`config.mk`:
```
export PLATFORM = sky130hd
export DESIGN_NAME = fetch_stage
export DESIGN_NICKNAME = d
export VERILOG_FILES = /design/src/rtl/fetch_stage_pkg.sv /design/src/rtl/if_id_reg.sv /design/src/rtl/fetch_stage.sv
export SDC_FILE = /design/constraint.sdc
export NUM_CORES = 1
export LEC_CHECK = 0
export CORE_AREA = 2 2 115 173
export DETAILED_ROUTE_END_ITERATION = 10
export DIE_AREA = 0 0 117 175
export GPL_TIMING_DRIVEN = 0
export PLACE_DENSITY = 0.66
export SYNTH_ARGS = -nofsm -noshare
export SYNTH_HDL_FRONTEND = slang
export SYNTH_SLANG_ARGS = --single-unit
export TNS_END_PERCENT = 100
```
`constraint.sdc`:
```
create_clock -name clk -period 5.15 [get_ports clk]
set_input_delay 1.03 -clock clk [delete_from_list [all_inputs] [get_ports clk]]
set_output_delay 1.03 -clock clk [all_outputs]
set_load 0.01 [all_outputs]
```
`src/rtl/fetch_stage_pkg.sv`:
```
// rtl/fetch_stage_pkg.sv - shared opcodes, NOP encoding and fetch FSM states
package fetch_stage_pkg;

  localparam logic [4:0]  OP_NOP    = 5'b00000;
  localparam logic [4:0]  OP_INT    = 5'b11110;
  localparam logic [15:0] NOP_INSTR = {OP_NOP, 11'b0};

  typedef enum logic [1:0] {
    ST_BOOT   = 2'd0,
    ST_RUN    = 2'd1,
    ST_INJECT = 2'd2
  } fetch_state_e;

endpackage

```
`src/rtl/if_id_reg.sv`:
```
// rtl/if_id_reg.sv - IF/ID pipeline register with bubble, hold and load controls
module if_id_reg
  import fetch_stage_pkg::*;
#(
  parameter int PC_W = 32
) (
  input  logic            clk,
  input  logic            rst_n,
  input  logic            load,
  input  logic            bubble,
  input  logic            hold,
  input  logic [15:0]     instr_in,
  input  logic [PC_W-1:0] pc_in,
  input  logic [PC_W-1:0] pc_next_in,
  output logic [15:0]     instr,
  output logic [PC_W-1:0] pc,
  output logic [PC_W-1:0] pc_next,
  output logic            nop
);

  // A bubble only replaces the instruction; the pc fields keep their last values.
  always_ff @(posedge clk or negedge rst_n) begin
    if (!rst_n) begin
      instr   <= NOP_INSTR;
      pc      <= '0;
      pc_next <= '0;
      nop     <= 1'b1;
    end else if (bubble) begin
      instr <= NOP_INSTR;
      nop   <= 1'b1;
    end else if (load && !hold) begin
      instr   <= instr_in;
      pc      <= pc_in;
      pc_next <= pc_next_in;
      nop     <= 1'b0;
    end
  end

endmodule

```
`src/rtl/fetch_stage.sv`:
```
// rtl/fetch_stage.sv - instruction fetch: boot vector, pc sequencing, interrupt injection
module fetch_stage
  import fetch_stage_pkg::*;
#(
  parameter int              PC_W       = 32,
  parameter logic [PC_W-1:0] BOOT_ADDR  = '0,
  parameter logic [4:0]      INT_OPCODE = OP_INT
) (
  input  logic            clk,
  input  logic            rst_n,
  output logic [PC_W-1:0] imem_addr,
  input  logic [15:0]     imem_data,
  input  logic            stall,
  input  logic            flush,
  input  logic            branch_taken,
  input  logic [PC_W-1:0] branch_target,
  input  logic            pc_hazard,
  input  logic            int_req,
  output logic [15:0]     if_id_instr,
  output logic [PC_W-1:0] if_id_pc,
  output logic [PC_W-1:0] if_id_pc_next,
  output logic            nop_signal,
  output logic            int_pending
);

  localparam logic [PC_W-1:0] PC_ONE = 1;

  fetch_state_e    state, state_nxt;
  logic [PC_W-1:0] pc, pc_nxt;
  logic            pending, pending_nxt;
  logic            redirect, inject;
  logic            ld, bub, hld;
  logic [15:0]     ld_instr;
  logic [PC_W-1:0] ld_pc, ld_pc_next;

  assign redirect    = branch_taken | pc_hazard | flush;
  assign inject      = (state == ST_RUN) & pending & ~stall & ~redirect;
  assign imem_addr   = (state == ST_BOOT) ? BOOT_ADDR : pc;
  assign int_pending = pending;

  always_ff @(posedge clk or negedge rst_n) begin
    if (!rst_n) begin
      state   <= ST_BOOT;
      pc      <= BOOT_ADDR;
      pending <= 1'b0;
    end else begin
      state   <= state_nxt;
      pc      <= pc_nxt;
      pending <= pending_nxt;
    end
  end

  always_comb begin
    state_nxt   = state;
    pc_nxt      = pc;
    pending_nxt = pending | int_req;
    ld          = 1'b0;
    bub         = 1'b0;
    hld         = 1'b0;
    ld_instr    = imem_data;
    ld_pc       = pc;
    ld_pc_next  = pc + PC_ONE;
    case (state)
      ST_BOOT: begin
        pc_nxt    = PC_W'(imem_data);
        bub       = 1'b1;
        state_nxt = ST_RUN;
      end
      ST_RUN: begin
        if (branch_taken)      pc_nxt = branch_target;
        else if (pc_hazard)    pc_nxt = if_id_pc;
        else if (stall)        pc_nxt = pc;
        else if (inject)       pc_nxt = pc;
        else                   pc_nxt = pc + PC_ONE;

        if (redirect) begin
          bub = 1'b1;
        end else if (stall) begin
          hld = 1'b1;
        end else if (inject) begin
          // Return address is the un-incremented pc so the handler resumes here.
          ld          = 1'b1;
          ld_instr    = {INT_OPCODE, 11'b0};
          ld_pc_next  = pc;
          pending_nxt = 1'b0;
          state_nxt   = ST_INJECT;
        end else begin
          ld = 1'b1;
        end
      end
      ST_INJECT: begin
        if (branch_taken) pc_nxt = branch_target;
        bub       = 1'b1;
        state_nxt = ST_RUN;
      end
      default: begin
        state_nxt = ST_BOOT;
      end
    endcase
  end

  if_id_reg #(
    .PC_W(PC_W)
  ) u_if_id (
    .clk       (clk),
    .rst_n     (rst_n),
    .load      (ld),
    .bubble    (bub),
    .hold      (hld),
    .instr_in  (ld_instr),
    .pc_in     (ld_pc),
    .pc_next_in(ld_pc_next),
    .instr     (if_id_instr),
    .pc        (if_id_pc),
    .pc_next   (if_id_pc_next),
    .nop       (nop_signal)
  );

endmodule

```
# After elaboration in Yosys (flattened, before gate mapping)
# Cells that the tools add are included.
[classes]
addsub = 1
n_eq_ne = 7
muxes = 34
bitwise = 9
n_reduce_logical = 9
[ops]
columns = ["cell", "n"]
rows = [
  ["32-bit 2-to-1 mux", 9],
  ["16-bit 2-to-1 mux", 6],
  ["32-bit one-hot mux with 3 select lines", 1],
  ["32-bit by 1-bit adder with 32-bit output, second input constant", 1],
  ["1-bit 2-to-1 mux", 13],
  ["2-bit inequality test, second input constant", 4],
  ["2-bit 2-to-1 mux", 3],
  ["3-bit AND reduction", 2],
  ["4-bit inequality test, second input constant", 1],
  ["2-bit one-hot mux with 2 select lines", 1],
  ["1-bit bitwise AND", 3],
  ["1-bit inverter", 3],
  ["1-bit bitwise OR", 3],
  ["3-bit nonzero test", 1],
  ["2-bit by 1-bit equality test with 1-bit output, second input constant", 1],
  ["2-bit equality test, second input constant", 1],
  ["2-bit logical NOT", 1],
  ["1-bit one-hot mux with 2 select lines", 1],
  ["2-bit AND reduction", 1],
  ["2-bit nonzero test", 1],
  ["2-bit OR reduction", 1],
  ["1-bit logical AND", 1],
  ["1-bit logical NOT", 1],
]
[totals]
register_bits = 116
inputBits = 55
out_inout_bits = 114
elab_cells = 67

# Depth between registers and ports, before layout
# Gate-level depths: netlist of run 1.
[depth]
depth_word = 10
depth_mapped = 11
ltp_nobuf = 7

# Cells and area by module
# A second synthesis of run 1 with hierarchy kept.
[hier_totals]
hier_cells = 765
hier_area_um2 = 7113.1
[by_module_without_submodules]
columns = ["module", "instances", "cells_each", "area_per_inst_um2", "seq_area_each_um2"]
rows = [
  ["fetch_stage", 1, 556, 4023.9, 875.8],
  ["if_id_reg", 1, 209, 3089.2, 2028.2],
]

# Least setup slack after synthesis of run 1
# No wires, ideal clock.
[synth_timing]
path_kind = "in2reg"
from = "input branch_taken"
to = "register pc[27] (netlist: ld_pc[27])"
setup_time_ns = 0.071
arrival_ns = 2.724
t_required_ns = 5.079
path_slack_ns = 2.355
cell_stages = 7
path_buffers = 2
cell_sequence = "buf_2 or3b_1 clkbuf_1 o211ai_1 or4_4 or4_1 nand4_1"
[synth_between]
elab_chain_len = 9
elab_cells_between_ends = 12
classes_between = "eq/ne: 2; mux: 5; bitwise: 4; reduce/logical: 1"
[synth_lines]
columns = ["item", "line", "rtl"]
rows = [
  ["from (decl)", "fetch_stage.sv:15", "input logic branch_taken,"],
  ["1-bit bitwise OR (2 in series)", "fetch_stage.sv:36", "assign redirect = branch_taken | pc_hazard | flush;"],
  ["1-bit inverter", "fetch_stage.sv:37", "assign inject = (state == ST_RUN) & pending & ~stall & ~redirect;"],
  ["1-bit bitwise AND", "fetch_stage.sv:37", ""],
  ["32-bit 2-to-1 mux (3 in series)", "n/a", ""],
  ["32-bit 2-to-1 mux", "fetch_stage.sv:70", "if (branch_taken) pc_nxt = branch_target;"],
  ["32-bit one-hot mux with 3 select lines", "fetch_stage.sv:63", "case (state)"],
  ["to (signal assigned)", "fetch_stage.sv:48", "pc <= pc_nxt;"],
  ["to (decl)", "fetch_stage.sv:29", "logic [PC_W-1:0] pc, pc_nxt;"],
]
# Several ways; a longest one is shown, not always the timed one. The select of a mux whose other input is x is not followed.
# A chain may end at the register's enable or synchronous reset.

# Final worst setup path of run 1
[layout_timing]
from = "input pc_hazard"
to = "register u_if_id.pc_next[9]"
[layout_between]
elab_chain_len = 8
elab_cells_between_ends = 18
classes_between = "mux: 10; bitwise: 5; reduce/logical: 3"
[layout_lines]
columns = ["item", "line", "rtl"]
rows = [
  ["from (decl)", "fetch_stage.sv:17", "input logic pc_hazard,"],
  ["1-bit bitwise OR (*) (2 in series)", "fetch_stage.sv:36", ""],
  ["1-bit inverter", "fetch_stage.sv:37", ""],
  ["1-bit bitwise AND", "fetch_stage.sv:37", ""],
  ["32-bit 2-to-1 mux", "n/a", ""],
  ["32-bit 2-to-1 mux", "fetch_stage.sv:78", "end else if (stall) begin"],
  ["32-bit 2-to-1 mux", "fetch_stage.sv:76", "if (redirect) begin"],
  ["32-bit 2-to-1 mux", "fetch_stage.sv:63", ""],
  ["to (signal assigned)", "if_id_reg.sv:34", "pc_next <= pc_next_in;"],
  ["to (decl)", "if_id_reg.sv:17", "output logic [PC_W-1:0] pc_next,"],
]
# Every way passes the cells marked *; elsewhere a longest branch is shown, timed or not.

==> results of run 1 <==
[path summary, 6_finish.rpt]
path                                                       from                         endpoint  slack (ns)  cells after the start
worst min register to register  u_if_id.pc_next[19]$_DFFE_PN0P_  u_if_id.pc_next[19]$_DFFE_PN0P_        0.48                      2
max in group asynchronous                                 rst_n          u_if_id.nop$_DFFE_PN1P_        3.91                      2
worst max register to register             state[1]$_DFFE_PN0P_   u_if_id.pc_next[9]$_DFFE_PN0P_        1.68                     10
worst min-delay path            u_if_id.pc_next[19]$_DFFE_PN0P_  u_if_id.pc_next[19]$_DFFE_PN0P_        0.48                      2
min in group asynchronous                                 rst_n        u_if_id.pc[0]$_DFFE_PN0P_        0.49                      1
worst max-delay path                                  pc_hazard   u_if_id.pc_next[9]$_DFFE_PN0P_        1.41                      8
[layout by cell type (no fill, tap or decap), types with 8 or more instances in the layout]
cell	count
sky130_fd_sc_hd__clkdlybuf4s50_1	166
sky130_fd_sc_hd__dfrtp_1	115
sky130_fd_sc_hd__nand2_1	87
sky130_fd_sc_hd__o21ai_0	65
sky130_fd_sc_hd__clkbuf_1	48
sky130_fd_sc_hd__nor2_1	41
sky130_fd_sc_hd__a21oi_1	35
sky130_fd_sc_hd__nor3_1	31
sky130_fd_sc_hd__nor2b_1	28
sky130_fd_sc_hd__mux2_2	28
sky130_fd_sc_hd__xnor2_1	20
sky130_fd_sc_hd__inv_1	19
sky130_fd_sc_hd__nand3_1	17
sky130_fd_sc_hd__clkbuf_16	17
sky130_fd_sc_hd__nor4_1	16
sky130_fd_sc_hd__nand4_1	15
sky130_fd_sc_hd__nand3b_1	12
sky130_fd_sc_hd__o211ai_1	11
sky130_fd_sc_hd__a222oi_1	11
sky130_fd_sc_hd__buf_2	8
sky130_fd_sc_hd__a22oi_1	8
[kinds of logic after synthesis]
| kind of cell | share of synthesized area |
|---|---|
| flops | 0.443 |
| xor+xnor | 0.0360 |
| mux | 0.0572 |
| simple gates | 0.220 |
| fa+ha+maj | 0.0114 |
| buf+inv | 0.0450 |
| compound gates | 0.187 |
[flip-flops by register name, summed over array words and instances (netlist names)]
name             count
u_if_id.instr       16
u_if_id.pc          32
u_if_id.nop          1
ld_pc               32
int_pending          1
u_if_id.pc_next     32
state                2
[power by group through the flow]
stage	Sequential (mW)	Clock (mW)	Combinational, mW
2_1_floorplan	1.58	0	1.33
3_3_place_gp	1.59	0	2.59
3_5_place_dp	1.59	0	2.63
4_1_cts	1.58	1.18	2.64
5_1_grt	1.63	1.22	2.84
6_report	1.58	1.18	2.65
[worst min-delay path, delay by kind of cell, from the launching register on]
kind	cells	cell delay, ns
flops	1	0.34
compound gates	1	0.06
simple gates	1	0.05
[per-stage QoR]
step | util | setup WS, ns | hold WS, ns
floorplan | - | 2.35 | 0.516
global route | 0.482 | 1.29 | 0.497
global placement | 0.450 | -1.71 | 0.464
detailed placement | 0.452 | 1.03 | 0.471
CTS | 0.482 | 1.39 | 0.484
finish | 0.482 | 1.41 | 0.476
[cell type report]
| type | instances | area [um2] | area share |
|---|---|---|---|
| multi-input cells | 535 | 3360 | 0.367 |
| repair buffers | 168 | 1700 | 0.186 |
| well taps | 256 | 320 | 0.0350 |
| plain buffers | 55 | 216 | 0.0236 |
| flip-flops and latches | 116 | 2900 | 0.317 |
| clock buffers | 19 | 443 | 0.0484 |
| clock inverters | 13 | 135 | 0.0148 |
| inverters | 21 | 78.8 | 0.00861 |
[layer usage]
metal  vias to the layer above  wire, um  global-route usage
met2                       379     12600               0.416
li1                       3031         -                   -
met5                         -         0                   0
met4                         0      1350               0.145
met1                      3264      9820               0.311
met3                        79      2090              0.0479
==> flow_metrics.tcl, run 1 <==
set metrics [dict create \
    status "complete, no violations" \
    power_switching_mw 2.30 \
    cts.path.max_buffers 2 \
    comb_power_share 0.490 \
    hold_viol 0 \
    global_placement_routability_congestion 0.949 \
    intPower_mw 3.12 \
    synthTopCellsByArea "sky130_fd_sc_hd__dfrtp_1 44%, sky130_fd_sc_hd__nand2_1 5.0%, sky130_fd_sc_hd__o21ai_0 5.0%, sky130_fd_sc_hd__mux2_2 4.8%, sky130_fd_sc_hd__clkbuf_1 2.7%" \
    area_enclosed_by_the_die_boundary_um2 20500 \
    initial_antenna_violation_count 0 \
    route.detailed.wl_per_inst_um 21.9 \
    routed-via-count 6753 \
    clock_edge_transition_at_the_registers_on_the_reported_setup_and_hold_paths_ns 0.06 \
    fin_crit_ns 3.74 \
    power_frac_seq 0.293 \
    core_region_area_um2 19000 \
    synth.largest_area_cell "sky130_fd_sc_hd__dfrtp_1" \
    timing.critical_path.arrival_ns 4.02 \
    cts_resized 0 \
    netlist_area_um2 6560 \
    grt_pass1_wl_um 39000 \
    period_share 0.726 \
    yosys_most_used_dff "sky130_fd_sc_hd__dfrtp_1" \
    cts-htree-levels 4 \
    critPathTopFamily "simple AND/OR/NAND/NOR gates" \
    critical-path-max-stage-delay_ns 0.57 \
    crit_buf_inv 3 \
    start_kind "input port" \
    detailedRoute.firstPassIterationCount 6 \
    drt_iter0_drc 736 \
    tritoncts_num_sinks 116 \
    timing.critical_path.mode_cell "sky130_fd_sc_hd__clkbuf_1" \
    maxClockFrequency_mhz 268 \
    first_global_vias 6676 \
    cts_root_buffer "sky130_fd_sc_hd__clkbuf_16" \
    synth.cells.most_frequent "115 x sky130_fd_sc_hd__dfrtp_1, 87 x sky130_fd_sc_hd__nand2_1, 65 x sky130_fd_sc_hd__o21ai_0" \
    post-cts-setup-buffers 0 \
    remaining_drc_errors 0 \
    finalWirelength_um 25900 \
    floorplan.initialDensity 0.345 \
    leakage_power_figure_nw 3.61 \
    synthDominantCellAreaShare 0.439 \
    detailedPlacementHpwl_um 19100 \
    standard_cell_area_after_detailed_placement_um2 8580 \
    critPathMaxFanout 10 \
    finalMaxSlewViolations 0 \
    cts_made_buffers 17 \
    routed_via_density 5.71 \
    synth_cells 727 \
    maximum_vdd_drop_mv 0.218 \
    synthesis.nets 788 \
    ys_warn_count 0 \
    maxCapViolCount 0 \
    route.antenna.remaining_nets 0 \
    pwr-share-clk 0.217 \
    post_route_setup_tns_ns 0 \
    port_buffers 167 \
    worst-slew-pin-transition_ns 1.27 \
    site_row_count 62 \
    antenna-diode-count 0 \
    asyncSetResetFlopFracSynth 1.00 \
    report.power.total_mw 5.42 \
    synth_cell_types 62 \
    layout.filler_cells 1885 \
    fin_cells 1183 \
    worstPathCellList "clkdlybuf4s50_1, or3b_1, clkbuf_1, nor3_4, o21ai_1, clkbuf_1, nor3_1, a21oi_1" \
    synth-edff-count 0 \
    syn2layout_area_growth_pct 39.6 \
    synth_sequential_area_ratio 0.443 \
    worst_path_max_delay_cell "sky130_fd_sc_hd__nor3_1" \
    setup_violations 0 \
    num-nets-final 975 \
    post-synth-top-count-cell "sky130_fd_sc_hd__dfrtp_1" \
    worstSkewPairLatency_ns 0.43 \
    timing.critical_path.required_ns 5.43 \
    grt_setup_unrepaired "false" \
    cts_hold_buf 0 \
    pwr_density_cell_nw_per_um2 591 \
    yosys_register_bits 116 \
    io_pins 169 \
    finClkSkew_ns 0.00771 \
    fp.dieW_um 117 \
    placed_cells_incl_taps 1151 \
    post_synth.cell_area_avg_um2 9.03 \
    grt_start_max_net_pins 81 \
    final_cell_area_um2 9160 \
    cp-end-kind "flop" \
    critical_path_class "input port to flop" \
    track_usage 0.255 \
    timing.slew.headroom 0.144 \
    drive_above_1_share 0.0820 \
    global_route.overflow_total 0 \
    power.share.switching 0.425 \
    cts_tree "yes" \
    hold_class "flop to flop" \
    y_dimension_of_the_die_um 175 \
]
Power figures use the tool's default switching activity.
==> inputs of run 2 (changes only) <==
Clock period 5.15 ns to 3.6 ns, I/O delays scaled along.
==> results of run 2 <==
The final DEF is identical to that of run 1. Status: complete, no violations.
Main changes from that run: setup slack after placement 1.03 ns -> -0.212 ns; setup slack after layout 1.41 ns -> 0.127 ns; hold slack 0.476 ns -> 0.178 ns; start point of the critical path pc_hazard -> state[1]$_DFFE_PN0P_; register-to-register setup slack 1.68 ns -> 0.13 ns; total power 5.42 mW -> 7.75 mW; worst IR drop on VDD 0.218 mV -> 0.312 mV
